==> src/rtl/blit_scheduler.sv <==
// Blit command scheduler: buffers CPU blit commands in a small FIFO and issues
// them one at a time to the blitter, accumulating collision results.
module blit_scheduler #(
    parameter int DEPTH       = 4,
    parameter bit VBLANK_GATE = 1'b0,
    parameter int ACK_TIMEOUT = 15
) (
    input  logic                   clk,
    input  logic                   rst_n,
    input  logic                   cmd_valid,
    output logic                   cmd_ready,
    input  logic [2:0]             cmd_op,
    input  logic [11:0]            cmd_src,
    input  logic [3:0]             cmd_height,
    input  logic [6:0]             cmd_destX,
    input  logic [5:0]             cmd_destY,
    input  logic                   vblank,
    output logic [2:0]             blit_op,
    output logic [11:0]            blit_src,
    output logic [3:0]             blit_srcHeight,
    output logic [6:0]             blit_destX,
    output logic [5:0]             blit_destY,
    output logic                   blit_enable,
    input  logic                   blit_ready,
    input  logic                   blit_collision,
    output logic                   idle,
    output logic                   collision,
    input  logic                   collision_clr,
    output logic                   done_pulse,
    output logic [$clog2(DEPTH):0] level
);
    localparam int AW = $clog2(DEPTH);
    localparam int LW = AW + 1;

    // IDLE: wait/pop | ISSUE: enable pulse | WAIT_ACK: ready fall or timeout | WAIT_DONE: ready rise
    typedef enum logic [1:0] {IDLE, ISSUE, WAIT_ACK, WAIT_DONE} state_t;

    state_t        state_q, state_d;
    logic [31:0]   mem_q [DEPTH];
    logic [AW-1:0] wr_ptr_q, wr_ptr_d;
    logic [AW-1:0] rd_ptr_q, rd_ptr_d;
    logic [LW-1:0] level_q, level_d;
    logic [31:0]   blit_q, blit_d;
    logic [7:0]    cnt_q, cnt_d;
    logic          collision_q, collision_d;
    logic          vb_meta_q, vb_meta_d;
    logic          vb_s_q, vb_s_d;
    logic          push, pop;

    assign cmd_ready   = (level_q != LW'(DEPTH));
    assign push        = cmd_valid && cmd_ready;
    assign idle        = (level_q == '0) && (state_q == IDLE);
    assign blit_enable = (state_q == ISSUE);
    assign collision   = collision_q;
    assign level       = level_q;
    assign {blit_op, blit_src, blit_srcHeight, blit_destX, blit_destY} = blit_q;

    always_ff @(posedge clk) begin
        if (push) begin
            mem_q[wr_ptr_q] <= {cmd_op, cmd_src, cmd_height, cmd_destX, cmd_destY};
        end
    end

    always_comb begin
        state_d     = state_q;
        blit_d      = blit_q;
        cnt_d       = cnt_q;
        collision_d = collision_q;
        pop         = 1'b0;
        done_pulse  = 1'b0;
        vb_meta_d   = vblank;
        vb_s_d      = vb_meta_q;
        case (state_q)
            IDLE: begin
                if ((level_q != '0) && blit_ready && (!VBLANK_GATE || vb_s_q)) begin
                    pop     = 1'b1;
                    blit_d  = mem_q[rd_ptr_q];
                    state_d = ISSUE;
                end
            end
            ISSUE: begin
                cnt_d   = 8'(ACK_TIMEOUT);
                state_d = WAIT_ACK;
            end
            WAIT_ACK: begin
                if (!blit_ready) begin
                    state_d = WAIT_DONE;
                end else if (cnt_q <= 8'd1) begin
                    // blitter never acknowledged: retire without collision
                    done_pulse = 1'b1;
                    state_d    = IDLE;
                end else begin
                    cnt_d = cnt_q - 8'd1;
                end
            end
            WAIT_DONE: begin
                if (blit_ready) begin
                    done_pulse  = 1'b1;
                    collision_d = collision_q | blit_collision;
                    state_d     = IDLE;
                end
            end
            default: state_d = IDLE;
        endcase
        if (collision_clr) begin
            collision_d = 1'b0;
        end
    end

    always_comb begin
        wr_ptr_d = wr_ptr_q;
        rd_ptr_d = rd_ptr_q;
        level_d  = level_q;
        if (push) begin
            wr_ptr_d = wr_ptr_q + 1'b1;
        end
        if (pop) begin
            rd_ptr_d = rd_ptr_q + 1'b1;
        end
        case ({push, pop})
            2'b10:   level_d = level_q + 1'b1;
            2'b01:   level_d = level_q - 1'b1;
            default: level_d = level_q;
        endcase
    end

    always_ff @(posedge clk or negedge rst_n) begin
        if (!rst_n) begin
            state_q     <= IDLE;
            wr_ptr_q    <= '0;
            rd_ptr_q    <= '0;
            level_q     <= '0;
            blit_q      <= '0;
            cnt_q       <= '0;
            collision_q <= 1'b0;
            vb_meta_q   <= 1'b0;
            vb_s_q      <= 1'b0;
        end else begin
            state_q     <= state_d;
            wr_ptr_q    <= wr_ptr_d;
            rd_ptr_q    <= rd_ptr_d;
            level_q     <= level_d;
            blit_q      <= blit_d;
            cnt_q       <= cnt_d;
            collision_q <= collision_d;
            vb_meta_q   <= vb_meta_d;
            vb_s_q      <= vb_s_d;
        end
    end
endmodule

==> config.mk <==
export PLATFORM = sky130hd
export DESIGN_NAME = blit_scheduler
export DESIGN_NICKNAME = d
export VERILOG_FILES = /design/src/rtl/blit_scheduler.sv
export SDC_FILE = /design/constraint.sdc
export NUM_CORES = 1
export LEC_CHECK = 0
export ABC_AREA = 0
export CORE_ASPECT_RATIO = 0.7
export CORE_MARGIN = 2
export CORE_UTILIZATION = 45
export CTS_CLUSTER_SIZE = 28
export DETAILED_ROUTE_END_ITERATION = 7
export MAX_ROUTING_LAYER = met4
export PLACE_DENSITY = 0.69
export SLEW_MARGIN = 15
export SYNTH_ARGS = -nofsm -noshare
export SYNTH_HDL_FRONTEND = slang
export SYNTH_SLANG_ARGS = --single-unit
==> constraint.sdc <==
create_clock -name clk -period 2.05 [get_ports clk]
set_input_delay 0.205 -clock clk [delete_from_list [all_inputs] [get_ports clk]]
set_output_delay 0.205 -clock clk [all_outputs]
set_load 0.05 [all_outputs]
* Yosys cells after proc, flatten, opt, wreduce, memory -nomap -nowiden
Memory sizes are Yosys's and may differ from the RTL's. A register that Yosys moved wholly into a read port is not among the register bits.
Cells that the tools add are included.
** Cells by class
- Reductions and logical operators :: 15
- Bitwise logic cells :: 1
- Equal/unequal tests :: 11
- $add $sub $neg :: 5
- Multiplexer cells :: 20
- Order comparisons :: 1
** Operator list (number)
- 8-bit 2-to-1 mux :: 2
- 8-bit one-hot mux with 2 select lines :: 1
- 1-bit 2-to-1 mux :: 10
- 8-bit by 1-bit <= comparator with 1-bit output (second input constant) :: 1
- 2-bit 2-to-1 mux :: 4
- 2-bit one-hot mux with 4 select lines :: 1
- 2-bit nonzero test :: 4
- 8-bit by 1-bit subtractor with 8-bit output (second input constant) :: 1
- 2-bit equality test (second input constant) :: 3
- 2-bit inequality test (second input constant) :: 3
- 3-bit inequality test (second input constant) :: 2
- 3-bit one-hot mux with 2 select lines :: 1
- 3-bit AND reduction :: 2
- 2-bit by 1-bit adder with 2-bit output (second input constant) :: 2
- 2-bit by 1-bit equality test with 1-bit output (second input constant) :: 2
- 2-bit AND reduction :: 2
- 3-bit by 1-bit adder with 3-bit output (second input constant) :: 1
- 1-bit logical AND :: 3
- 3-bit logical NOT :: 1
- 3-bit nonzero test :: 1
- 3-bit by 1-bit subtractor with 3-bit output (second input constant) :: 1
- 2-bit logical NOT :: 1
- 2-bit by 1-bit inequality test with 1-bit output (second input constant) :: 1
- 1-bit one-hot mux with 2 select lines :: 1
- 2 further kinds :: 2
** Word-level totals
- Output and inout bits :: 40
- Logic and storage cells :: 60
- Register bits :: 18
- Memories kept :: 1
- Memory bits (writable) :: 128
- Bits of input ports :: 39
** Memories
- mem_q :: depth 4, bits a word 32, read ports 1, clocked after memory_dff 1, wr ports 1, RTL line 39 : logic [31:0] mem_q [DEPTH];

* Logic depth before layout (Yosys ltp)
Gate-level depths: netlist of run 1.
- Word-level depth :: 6
- Gate-level depth with buffers :: 11
- Gate-level depth less buffers :: 10

* Worst setup path after synthesis of run 1
OpenSTA, ideal clock, no wires.
- Path type :: flip-flop to flip-flop
- Start :: register level_q[0] (netlist: level[0])
- End :: register level_q[2] (netlist: level[2])
- Stages on the path, launching flop included :: 11
- Setup time :: 0.082 ns
- Buffers on the path :: 0
- Arrival :: 2.634 ns
- Path slack :: -0.666 ns
- Period minus slack after synthesis :: 2.716 ns
- Required time :: 1.968 ns
- Cell sequence :: dfrtp_1 -> inv_1 -> nand3_1 -> and2_1 -> inv_1 -> ha_1 -> inv_1 -> fa_1 -> xor2_1 -> nor2_1 -> xor2_1
** On the way
- Elaborated cells between the ends (all ways) :: 12
- Those cells by class :: 2 x add/sub; 3 x eq/ne; 3 x mux; 4 x reduce/logical
** RTL lines
- from (decl) :: RTL line 42 : logic [LW-1:0] level_q, level_d;
- from (signal assigned) :: RTL line 142 : level_q <= level_d;
- 3-bit inequality test (*) :: RTL line 50 : assign cmd_ready = (level_q != LW'(DEPTH));
- named net cmd_ready :: RTL line 11 : output logic cmd_ready,
- 1-bit logical AND (*) :: RTL line 51 : assign push = cmd_valid && cmd_ready;
- 2-bit by 1-bit equality test with 1-bit output / 2-bit equality test (equally long branches) :: RTL line 120 : case ({push, pop})
- 3-bit one-hot mux with 2 select lines / 2-bit nonzero test (equally long branches)
Mark *: on every way through the listed nets, which the timed path passes. The rest lies on a longest branch.
A chain may end at the register's enable or synchronous reset.

* Final worst setup path of run 1
- Start :: register cnt_q[0]
- End :: output port done_pulse
** On the way
- Cells in the longest elaborated chain, start to end :: 4
** RTL lines
- from (decl) :: RTL line 44 : logic [7:0] cnt_q, cnt_d;
- from (signal assigned) :: RTL line 144 : cnt_q <= cnt_d;
- 8-bit by 1-bit <= comparator with 1-bit output :: RTL line 88 : end else if (cnt_q <= 8'd1) begin
- 1-bit 2-to-1 mux :: RTL line 88
- 1-bit 2-to-1 mux :: RTL line 86 : if (!blit_ready) begin
- 1-bit one-hot mux with 2 select lines :: RTL line 73 : case (state_q)
- to (decl) :: RTL line 29 : output logic done_pulse,
Every way passes these cells.

==> results of run 1 <==
[placed cells by master (no fill, tap or decap), types with 3 or more instances in the layout]
cell type / Yosys / final
sky130_fd_sc_hd__mux2_4: 27 / 27
sky130_fd_sc_hd__o22ai_1: 4 / 4
sky130_fd_sc_hd__inv_1: 17 / 12
sky130_fd_sc_hd__buf_4: 1 / 16
sky130_fd_sc_hd__dfrtp_1: 50 / 45
sky130_fd_sc_hd__clkbuf_16: 0 / 17
sky130_fd_sc_hd__nor2_1: 9 / 7
sky130_fd_sc_hd__inv_6: 0 / 5
sky130_fd_sc_hd__mux2_2: 6 / 6
sky130_fd_sc_hd__a31oi_1: 3 / 3
sky130_fd_sc_hd__and3_2: 0 / 4
sky130_fd_sc_hd__nand2_1: 7 / 7
sky130_fd_sc_hd__ha_1: 11 / 7
sky130_fd_sc_hd__buf_12: 3 / 9
sky130_fd_sc_hd__a21oi_1: 6 / 6
sky130_fd_sc_hd__dfrtp_2: 0 / 5
sky130_fd_sc_hd__edfxtp_1: 128 / 128
sky130_fd_sc_hd__xnor2_1: 4 / 4
sky130_fd_sc_hd__clkdlybuf4s50_1: 0 / 73
sky130_fd_sc_hd__clkinvlp_4: 0 / 3
sky130_fd_sc_hd__mux4_2: 32 / 32
sky130_fd_sc_hd__ha_4: 0 / 4
sky130_fd_sc_hd__inv_2: 0 / 4
[cells by family after synthesis]
| logic type | Yosys count |
|---|---|
| compound gates | 26 |
| xor+xnor | 6 |
| fa+ha+maj | 12 |
| buf+inv | 33 |
| flops | 178 |
| mux | 66 |
| simple gates | 39 |
[critical path, cell delays in order, from the launching register on]
cell	delay, ns
sky130_fd_sc_hd__dfrtp_1	0.39
sky130_fd_sc_hd__buf_6	0.13
sky130_fd_sc_hd__ha_4	0.15
sky130_fd_sc_hd__or2_4	0.24
sky130_fd_sc_hd__nand3_4	0.09
sky130_fd_sc_hd__nor2_2	0.04
sky130_fd_sc_hd__o21a_1	0.19
sky130_fd_sc_hd__buf_12	0.15
[worst paths after layout]
kind                       depth (start not counted)  slack (ns)                endpoint
hold reg to reg                                    1        0.51  blit_q[26]$_DFFE_PN0P_
setup reg to reg                                   9        0.09    level[2]$_DFFE_PN0P_
min in group asynchronous                          2        0.34   blit_q[3]$_DFFE_PN0P_
hold / removal                                     2        0.33   collision$_DFFE_PN0P_
max in group asynchronous                          3        1.12    level[1]$_DFFE_PN0P_
setup / recovery                                   7        0.03              done_pulse
[flip-flops by register name, summed over array words and instances, names as in the netlist]
signal	count
mem_q	128
blit_q	32
cnt_q	8
level	3
rd_ptr_q	2
state_q	2
wr_ptr_q	2
collision	1
[per-layer routing]
layer,routed length (um),share of wire (%)
met1,5966,46
met2,6153,47
met3,786,6.0
met4,192,1.5
met5,0,0
[power groups by stage]
stage	combinational (mW)	sequential (mW)	clock (mW)
after global placement	5.58	5.33	0
after detailed placement	5.68	5.38	0
final	5.76	5.31	3.13
after CTS	5.77	5.32	3.20
after global routing	6.11	5.40	3.34
after floorplan	2.80	6.51	0
[metrics by stage]
step	power (mW)	TNS (ns)	util [%]	cell area, um^2	worst slack, ns
6_report	14.20	0	57.87	8970	0.03205
4_1_cts	14.29	-0.02482	57.74	8950	-0.02482
5_1_grt	14.86	-0.02355	57.87	8970	-0.02355
2_1_floorplan	9.303	-0.3481	-	7153	-0.1563
3_5_place_dp	11.07	0	53.41	8279	0.01329
3_3_place_gp	10.91	0	53.41	8279	0.08833
[cell type report]
type	count	area [um^2]	area share [%]
inverters	18	70.07	0.7811
well taps	200	250.2	2.790
multi-input cells	149	1914	21.34
flip-flops and latches	178	5101	56.87
repair buffers	101	1057	11.79
clock inverters	14	147.6	1.646
clock buffers	18	429.2	4.784
[repair_timing]
item | in CTS | in global routing
pin swaps | 3 | 2
hold buffers | 1 | 0
setup endpoints to repair | 3 | 2
resized for setup | 10 | 4
endpoints found under the hold margin | 22 | 0
buffers inserted | 5 | 1
==> results by stage, run 1 <==
Run status:
- The run finished with clean final reports.

Global route:
- Global routing consumed, over all layers together, 17.15% of the routing resources.
- For this run, global-route usage on met3 was measured as 4.293%.
- Global routing finished with a remaining overflow of 0.
- The first global-routing pass estimated 20.51 mm of wire.
- Global routing consumed, on the met1 layer, 22.21% of the routing resources.
- The number of antenna violations at the first check in global routing is 0.
- Entering global routing, the biggest net connects 35 pins.
- The layer flagged by global routing as most heavily used is met2.
- The number of global-route vias before repair came to 3784.
- In the global route stage, met2 resource usage came out at 26.49%.

Floorplanning:
- For this design the top-level I/O count stands at 79.
- The total area inside the core boundary comes to 15500 um^2.
- The initial core utilization is 45.89%.
- The overall die area is 16840 um^2.
- From left edge to right edge, the die measures 154.3 um.
- In this run the vertical extent of the chip is 109.2 um.
- The placement row count is 38.

Placed design:
- The post-placement cell count is 639.
- The placer congestion estimate is 0.7035.
- Detailed placement finished with a half-perimeter wire length of 7.801 mm.
- The count of buffers from port buffering is 77.

Final layout:
- The final cell count without fillers is 678.
- The area overhead of the layout relative to synthesis is 26.10%.
- At the end of the flow, the number of nets in the layout was 516.
- The number of filler instances in the final layout is 1165.
- The antenna diode count is 0.
- The proportion of layout cells with a drive suffix above 1 is 31.59%.

Critical path:
- The largest fanout on the critical path is 2.
- STA puts the critical path data required time at 1.85 ns.
- The sort of element at the start of the critical path is a flip-flop.
- The launch instance of the worst register-to-register path is state_q[0]$_DFFE_PN0P_.
- The worst setup path is captured at a primary output.
- Data on the critical path arrives at its endpoint at 1.81 ns.
- The critical path start-end classification is flip-flop to primary output.
- The critical path startpoint is cnt_q[0]$_DFFE_PN0P_.

Synthesis:
- The post-synthesis xor/xnor area fraction is 0.7388%.
- The main flop type after synthesis is sky130_fd_sc_hd__edfxtp_1.
- Counting every net in the synthesized netlist gives 411.
- The share of the synthesized area in the top cell type is 54.04%.
- The share of synthesized flip-flops with an asynchronous set or reset is 28.09%.
- The complex-gate fraction of the synthesized area is 2.498%.
- The number of synthesized flops with an enable pin is 128.
- The post-synthesis area per instance is 19.76 um^2.
- Counting every instance in the synthesized netlist gives 360.
- The post-synthesis mux area share is 16.92%.
- The mapped cell area is 7113 um^2.
- In this run, distinct cell masters in the synthesized netlist total 46.
- sky130_fd_sc_hd__edfxtp_1 is the most common cell in the netlist.
- The biggest area consumer among synthesized cells is sky130_fd_sc_hd__edfxtp_1.
- Summing the areas of all fa, ha and maj instances in the mapped netlist gives 2.216% of the synthesized area.
- The number of storage elements in the synthesis netlist is 178.
- By count the netlist is led by sky130_fd_sc_hd__edfxtp_1 (128), sky130_fd_sc_hd__dfrtp_1 (50), sky130_fd_sc_hd__mux4_2 (32).
- The main combinational cell family by area after synthesis is multiplexers.
- After synthesis, flip-flops and latches occupy 71.63% of the total area.
- Yosys attributes the largest share of cell area to sky130_fd_sc_hd__edfxtp_1 (54%), sky130_fd_sc_hd__dfrtp_1 (18%), sky130_fd_sc_hd__mux4_2 (10%), sky130_fd_sc_hd__mux2_4 (5.7%), sky130_fd_sc_hd__ha_1 (1.9%).
- For this run, the number of Yosys warnings is 0.
- After Yosys synthesis, and, or, nand and nor cells account for 3.342% of the synthesized area.

Route:
- Dividing the detail-routed via count by the number of cells gives 5.329.
- The total vias in the final route is 3613.
- After the first detailed-routing iteration, the DRC count stood at 350.
- The residual DRC count is 0.
- In the final routed layout, each cell accounts on average for 19.32 um.
- Once detail routing completed, the nets flagged for antenna violations numbered 0.
- The total length of routed wires is 13.10 mm.
- The first detailed-routing pass ran for 4 iterations.

Timing:
- Measured against its own limit, the worst slew margin works out to 59.18%.
- Across all hold checks on the routed design, the worst slack comes to 0.3294 ns.
- The setup violation total in the final timing report is 0.
- The count of final hold-check violations came to 0.
- Between clock sinks in the finished design, the worst skew comes to 0.01213 ns.
- The achievable clock frequency is 495.6 MHz.
- The final critical-path required period is 2.018 ns.
- The final critical path takes up 98.44% of the cycle.
- For the pin with the worst max-slew slack, the measured transition is 0.6122 ns.
- Setup repair after global routing could not meet its margin everywhere.
- The number of max-slew violations in the final report is 0.

CTS:
- The number of H-tree levels is 4.
- The clock-pin slew on the worst setup and hold paths is 0.07 ns.
- The clock passes through at most 2 buffers.
- The root buffer selected by CTS is sky130_fd_sc_hd__clkbuf_16.
- At the later pin of the worst-skew pair, clock insertion delay measures 0.42 ns.
- TritonCTS built the clock tree.
- The clock sink total is 178.
- Clock tree synthesis inserted a total of 17 buffers.

Power:
- The internal portion of the total power is 9.194 mW.
- IR analysis of the VDD net gives a maximum drop of 0.8241 mV.
- The switching power summed over all nets is 5.006 mW.
- The power per cell area is 1583 nW/um^2.
- The share of total power consumed by net switching is 35.25%.
- The leakage power total is 3.245 nW.
- The share of total power in combinational logic is 40.6%.
- Per report_power, the clock group accounts for 22.0% of the total.
- In this run, flip-flops and latches consume 37.4% of the power.

Worst hold path:
- The path type of the worst min-delay path is input pin to flip-flop.
- The beginning of the worst hold path is collision_clr.

Run:
- The tool flagged a number of max-cap violations equal to 0.
Power figures use the tool's default switching activity.
==> run 2: changes to the inputs <==
--- a/config.mk
+++ b/config.mk
@@ -13,6 +13,7 @@
 export DETAILED_ROUTE_END_ITERATION = 7
 export MAX_ROUTING_LAYER = met4
 export PLACE_DENSITY = 0.69
+export SETUP_SLACK_MARGIN = 0.2
 export SLEW_MARGIN = 15
 export SYNTH_ARGS = -nofsm -noshare
 export SYNTH_HDL_FRONTEND = slang
==> run 2 against run 1 <==
  * Wire length is 2.1% higher
  * Combinational power is 2% higher
  * Sequential power hardly changed
  * Design area is 1.0% higher
  * Critical path depth stayed put
  * Fmax is 0.24% lower
  * Critical path type unchanged
  * Global-route usage is 0.12 points higher
  * Clock power hardly changed
  * Flip-flop and latch count stayed put
  * Power is 0.61% higher
  * Sequential share of layout area is 0.59 points lower
==> results by stage, run 2 (same netlist as run 1, synthesis figures left out) <==
Final layout:
- The antenna diode count is 0.
- Once layout is complete, the cells apart from fillers number 686.
- The register with the most flip-flops in the layout has 128 of them.
- Counting flops per register, the top entry is mem_q.
- Compared with the post-synthesis result, the final layout area differs by 27.42%.
- The number of filler instances in the final layout is 1158.
- Leaving out fill and tap cells, the most frequent cell in the layout is sky130_fd_sc_hd__edfxtp_1.
- The largest registers in the layout are mem_q x128, blit_q x32, cnt_q x8.
- The sequential cells in the finished layout cover a total of 5101 um^2.
- The net count of the finished layout is 524.
- The proportion of layout cells with a drive suffix above 1 is 33.95%.
- In the layout the commonest cells are sky130_fd_sc_hd__edfxtp_1 (128), sky130_fd_sc_hd__clkdlybuf4s50_1 (57), sky130_fd_sc_hd__dfrtp_1 (45).
- In the final layout, the multi-input gates occupy 1937 um^2.

Power:
- Across the VDD grid, the largest voltage drop is 0.7859 mV.
- The power after layout is 14.29 mW.
- The analysis attributes to cell leakage a power of 3.378 nW.
- The power per cell area is 1576 nW/um^2.

Worst hold path:
- Counting instances, the worst hold path has a depth of 2.
- In this run the worst hold path is classified as input pin to flip-flop.
- For hold timing, the worst endpoint is collision$_DFFE_PN0P_.
- The beginning of the worst hold path is collision_clr.

Global route:
- The number of global-route vias before repair is 3840.
- The number of antenna violations at the first check in global routing is 0.
- Entering global routing, the biggest net connects 35 pins.
- Summed over all layers, the global routing overflow is 0.
- The aggregate global-route resource usage is 17.27%.
- The first global-routing pass estimated 20.67 mm of wire.

Route:
- Dividing the detail-routed via count by the number of cells gives 5.340.
- Wires add up to 13.37 mm.
- The number of DRC violations after detailed-routing iteration 0 is 306.
- The detail route stage leaves a number of antenna-violating nets equal to 0.
- The total vias in the final route is 3663.
- The residual DRC count is 0.
- Before antenna repair, the detailed router went through 4 iterations.
- The average routed wire per standard cell is 19.49 um.

Timing:
- The normalized max-slew margin is 58.92%.
- The clock arrives with 0.01139 ns of skew.
- Setup repair after global routing could not meet its margin everywhere.
- Setup violations remaining at the end of the flow were counted as 0.
- For the pin with the worst max-slew slack, the measured transition is 0.6162 ns.
- The number of max-slew violations in the final report is 0.
- The clock period could shrink to 2.023 ns.
- The final critical path takes up 98.67% of the cycle.
- The count of final hold-check violations is 0.
- For this run, the top clock speed supported by timing is 494.4 MHz.

CTS:
- The CTS tree is yes.
- The longest clock path from root to sink contains 2 buffers.
- TritonCTS created 17 clock buffers.
- The number of H-tree levels is 4.
- Counting every sink on the clock net gives 178.
- The root buffer selected by CTS is sky130_fd_sc_hd__clkbuf_16.
- The insertion delay to the later sink of the worst-skew pair is 0.42 ns.
- After clock tree synthesis, the clock-pin slew on the worst setup and hold paths is 0.07 ns.

Critical path:
- The required time of the worst setup path is 1.85 ns.
- The endpoint arrival time on the critical path is 1.82 ns.
- The category of the worst setup path capture point is a primary output.
- The worst setup path is launched from a flip-flop.
- In this run the critical register-to-register path is captured at level[2]$_DFFE_PN0P_.
- The critical path start-end classification is flip-flop to primary output.
- The launch instance of the worst register-to-register path is level[0]$_DFFE_PN0P_.
- The register-to-register setup slack is 0.14 ns.
- The worst register-to-register path has a depth of 8.
- The largest fanout on the critical path is 2.

Floorplanning:
- The floorplan step set the die height to 109.2 um.
- 79 I/O pins were placed.
- The initial core utilization is 45.89%.
- The core outline area is 15500 um^2.
- In this run the horizontal extent of the chip is 154.3 um.
- The die covers 16840 um^2.
- The floorplan has 38 rows.

Placed design:
- Detailed placement ended at an HPWL of 7.801 mm.
- Input and output buffers added on the ports amount to 77.
- The placer congestion estimate is 0.7035.
- The post-placement cell count is 639.

Run status:
- The flow ran to the end, and the final reports show no timing, DRC or antenna violations.

Run:
- The number of max-capacitance violations reported is 0.
[run 2: layout make-up]
cell class,instances,area share [%]
Tap cell,200,2.761
Multi-Input combinational cell,149,21.37
Clock buffer,18,4.735
Inverter,18,0.7454
Clock inverter,14,1.629
Sequential cell,178,56.28
Timing Repair Buffer,109,12.48
[run 2: worst max-delay path: stages (launching register included)]
cell and delay [ns]:
sky130_fd_sc_hd__dfrtp_1 0.39, sky130_fd_sc_hd__buf_6 0.13, sky130_fd_sc_hd__ha_4 0.15, sky130_fd_sc_hd__or2_4 0.24, sky130_fd_sc_hd__nand3_4 0.10, sky130_fd_sc_hd__nor2_2 0.04
sky130_fd_sc_hd__o21a_1 0.19, sky130_fd_sc_hd__buf_12 0.15
[run 2: per-stage QoR]
stage / TNS, ns / instance area (um^2) / util (%) / hold slack [ns] / worst slack, ns
after global routing: -0.02342 / 9064 / 58.48 / 0.3209 / -0.02342
final: 0 / 9064 / 58.48 / 0.3311 / 0.02724
after detailed placement: 0 / 8279 / 53.41 / 0.2477 / 0.01329
after floorplan: -0.3481 / 7153 / - / -0.09059 / -0.1563
after global placement: 0 / 8279 / 53.41 / 0.2511 / 0.08833
after CTS: -0.02482 / 9000 / 58.06 / 0.3161 / -0.02482
[run 2: timing repair]
| item | 4_1_cts | 5_1_grt |
|---|---|---|
| resized for setup | 25 | 12 |
| pin swaps | 10 | 9 |
| endpoints found under the hold margin | 22 | 0 |
| endpoints found under the setup margin | 12 | 12 |
| hold buffers | 1 | 0 |
| buffers inserted | 10 | 4 |
[run 2: metal layers]
metal	global-route usage (%)	part of all wire, %	vias up
met5	-	0	-
met3	4.332	4.9	14
met1	22.18	46	1920
met4	7.011	1.4	0
met2	26.84	48	92
li1	-	-	1637
[run 2: how the worst max path moves through the flow]
| stage | startpoint | to | slack [ns] | cells after the start |
|---|---|---|---|---|
| 6_report | cnt_q[0]$_DFFE_PN0P_ | done_pulse | 0.03 | 7 |
| 5_1_grt | cnt_q[0]$_DFFE_PN0P_ | done_pulse | -0.02 | 7 |
| 4_1_cts | cnt_q[0]$_DFFE_PN0P_ | done_pulse | -0.02 | 7 |
| 3_5_place_dp | state_q[0]$_DFFE_PN0P_ | level[2]$_DFFE_PN0P_ | 0.01 | 9 |
| 3_3_place_gp | blit_ready | level[2]$_DFFE_PN0P_ | 0.09 | 8 |
| 2_1_floorplan | level[2]$_DFFE_PN0P_ | level[2]$_DFFE_PN0P_ | -0.16 | 10 |
[run 2: report_power, final]
part,switching [mW],total (mW),internal [mW]
Combinational,3.23,5.86,2.63
Clock,1.41,3.13,1.72
Sequential,0.415,5.30,4.88
Total,5.06,14.3,9.23
==> run 3: changes to the inputs <==
--- a/config.mk
+++ b/config.mk
@@ -6,13 +6,15 @@
 export NUM_CORES = 1
 export LEC_CHECK = 0
 export ABC_AREA = 0
+export CELL_PAD_IN_SITES_DETAIL_PLACEMENT = 1
+export CELL_PAD_IN_SITES_GLOBAL_PLACEMENT = 2
 export CORE_ASPECT_RATIO = 0.7
 export CORE_MARGIN = 2
-export CORE_UTILIZATION = 45
+export CORE_UTILIZATION = 38
 export CTS_CLUSTER_SIZE = 28
 export DETAILED_ROUTE_END_ITERATION = 7
 export MAX_ROUTING_LAYER = met4
-export PLACE_DENSITY = 0.69
+export PLACE_DENSITY_LB_ADDON = 0.1
 export SETUP_SLACK_MARGIN = 0.2
 export SLEW_MARGIN = 15
 export SYNTH_ARGS = -nofsm -noshare
==> run 3 against run 2 <==
  * The flow now finishes with violations (DRC)
  * Via count shrank 0.60%
  * Critical path depth is the same
  * Non-clock buffer count grew 7
  * Hold slack lost 0.18 ns
  * Clock power shrank 1%
  * Sequential share of layout area shrank 0.55 points
  * Design area grew 1.0%
  * Count of clock-buffer cells in the layout shrank 1
  * Highest routed layer unchanged
==> results by stage, run 3 (same netlist as run 1, synthesis figures left out) <==
Run status:
- The flow ran to the end, but the final reports show violations.
- The final reports fail on DRC.

Timing:
- The final critical-path required period is 1.988 ns.
- The number of max-slew violations in the final report came to 0.
- Across all hold checks on the routed design, the worst slack comes to 0.1538 ns.
- The period utilization is 97.00%.
- The count of final hold-check violations is 0.
- Static timing analysis puts the maximum clock frequency at 502.9 MHz.
- Headroom to the max-slew limit came out at 64.16%.
- The worst clock skew is 0.008324 ns.
- The setup violation total in the final timing report is 0.
- The slack of the critical path is 0.06151 ns.
- Setup repair after global routing could not meet its margin everywhere.
- The actual transition at the worst max-transition pin is 0.5368 ns.

Power:
- The internal power of the cells totals 9.063 mW.
- The power share of the clock group is 21.8%.
- VDD sags by at most 0.6369 mV.
- Power spread over the standard cell area amounts to 1549 nW/um^2.
- Per report_power, the sequential group accounts for 37.4% of the total.
- In this run, the combinational gates consume 40.8% of the power.
- The design draws 14.18 mW.
- In this run the static leakage power is 3.461 nW.
- In this run the power spent charging and discharging nets is 5.116 mW.
- The share of total power consumed by net switching is 36.08%.

CTS:
- At the later pin of the worst-skew pair, clock insertion delay measures 0.43 ns.
- The CTS buffer count is 17.
- The number of H-tree levels is 4.
- The root buffer selected by CTS is sky130_fd_sc_hd__clkbuf_16.
- The clock sink total is 178.
- TritonCTS built the clock tree.
- After clock tree synthesis, the clock-pin slew on the worst setup and hold paths is 0.07 ns.
- The clock passes through at most 2 buffers.

Route:
- The count of TritonRoute iterations in the first routing pass is 8.
- The total vias in the final route is 3641.
- After detailed routing, the total wire length is 14.38 mm.
- The detailed router finished its first iteration with 154 violations.
- The residual DRC count is 6.
- The number of nets with antenna violations after detailed routing is 0.
- The average routed wire per standard cell is 19.72 um.
- The per-cell via count in the routed design is 4.995.

Final layout:
- The share of the core filled with cells is 50.41%.
- Cells with a size suffix above 1 make up 35.50% of the layout.
- The number of flip-flops in the largest register is 128.
- In the layout the commonest cells are sky130_fd_sc_hd__edfxtp_1 (128), sky130_fd_sc_hd__clkdlybuf4s50_1 (45), sky130_fd_sc_hd__dfrtp_1 (44).
- After filler insertion, the fill cell instance count of the layout stands at 1689.
- Leaving out fill and tap cells, the most frequent cell in the layout is sky130_fd_sc_hd__edfxtp_1.
- After the last flow step, the layout net total stands at 531.
- Relative to the synthesized area, the layout overhead comes to 28.71%.
- The register with the most flip-flops is mem_q.
- The antenna diode count is 0.
- The largest registers in the layout are mem_q x128, blit_q x32, cnt_q x8.
- The final cell count without fillers is 729.

Critical path:
- The endpoint arrival time on the critical path is 1.78 ns.
- The required time of the worst setup path is 1.85 ns.
- Traced cell by cell, the critical path runs through inv_1, ha_2, or2_4, nand3_4, nor2_2, o21a_1, buf_12.
- The delay contributed by the slowest stage of the critical path is 0.35 ns.
- The critical path contains buffers and inverters numbering 2 combined.
- In this run the worst path has a maximum fanout of 2.
- The critical path start-end classification is flip-flop to primary output.
- The worst setup path is captured at a primary output.
- The standard cell with the maximum stage delay on the critical path is sky130_fd_sc_hd__dfrtp_1.
- The worst setup path is launched from a flip-flop.
- The kind of cell with the highest combined delay along the critical path is simple AND/OR/NAND/NOR gates.

Global route:
- The first global-routing pass estimated 23.08 mm of wire.
- The aggregate global-route resource usage is 16.19%.
- The residual overflow from global routing is 0.
- The number of antenna violations at the first check in global routing is 0.
- The number of global-route vias before repair is 4001.
- The maximum number of pins on one net before global-route repair is 33.

Floorplanning:
- The count of pins on the block boundary is 79.
- The initial core utilization is 39.17%.
- The die covers 19850 um^2.
- The die width is 167.5 um.
- The floorplan step defined a core boundary enclosing 18160 um^2.
- The placement row count is 41.
- The floorplan step set the die height to 118.5 um.

Placed design:
- The detailed placer's ending HPWL is 8.723 mm.
- The placer congestion estimate is 0.7265.
- The worst-case setup slack after placement is 0.09271 ns.
- The post-placement cell count is 681.
- The count of buffers from port buffering is 77.

Worst hold path:
- The path type of the worst min-delay path is input pin to asynchronous set/reset pin.

Run:
- The number of max-capacitance violations reported is 0.
## run 3: cell types whose count changed in the layout (fill, tap and decap cells not counted), sizes merged
cell | before | now
dlymetal6s2s | 8 | 12
buf | 35 | 42
clkdlybuf4s50 | 57 | 45
clkinv | 4 | 5
inv | 24 | 25
clkbuf | 18 | 17
bufinv | 1 | 0
dlygate4sd2 | 8 | 16
## run 3: area by class of cell
class | count | area, um^2 | area share (%)
Sequential cell | 178 | 5102 | 55.73
Multi-Input combinational cell | 149 | 1928 | 21.06
Timing Repair Buffer | 116 | 1192 | 13.02
Clock buffer | 17 | 425.4 | 4.647
Tap cell | 236 | 295.3 | 3.225
Clock inverter | 15 | 143.9 | 1.572
Inverter | 18 | 67.56 | 0.7380
## run 3: final timing paths
| check | slack [ns] | cells past startpoint | startpoint | end |
|---|---|---|---|---|
| max | 0.06 | 7 | cnt_q[1]$_DFFE_PN0P_ | done_pulse |
| max in group asynchronous | 1.35 | 3 | rst_n | rd_ptr_q[0]$_DFFE_PN0P_ |
| min in group clk | 0.31 | 2 | collision_clr | collision$_DFFE_PN0P_ |
| min | 0.15 | 2 | rst_n | blit_q[30]$_DFFE_PN0P_ |
| min reg2reg | 0.50 | 2 | collision$_DFFE_PN0P_ | collision$_DFFE_PN0P_ |
| max reg2reg | 0.18 | 8 | level[1]$_DFFE_PN0P_ | level[2]$_DFFE_PN0P_ |
## run 3: through the flow
stage / TNS, ns / cell area, um^2
after floorplan: -0.3481 / 7153
after global placement: 0 / 8382
after detailed placement: 0 / 8382
after CTS: 0 / 9067
after global routing: -0.05210 / 9155
final: 0 / 9155
## run 3: power groups by stage
stage / logic (mW) / registers, mW / clock network (mW)
6_report: 5.79 / 5.30 / 3.09
4_1_cts: 5.88 / 5.32 / 3.19
2_1_floorplan: 2.80 / 6.51 / 0
5_1_grt: 6.19 / 5.41 / 3.34
3_5_place_dp: 5.79 / 5.40 / 0
3_3_place_gp: 5.74 / 5.36 / 0
## run 3: per-layer routing
layer | GRT usage, % | share of wire [%]
met3 | 3.717 | 3.0
met1 | 21.20 | 47
met5 | - | 0
met2 | 25.31 | 50
met4 | 5.217 | 0.71
## run 3: repair_timing
action / in CTS / in global routing
endpoints found under the setup margin: 35 / 17
pin swaps: 6 / 3
buffers inserted: 11 / 4
resized for setup: 30 / 18
hold buffers: 1 / 0
endpoints found under the hold margin: 50 / 0
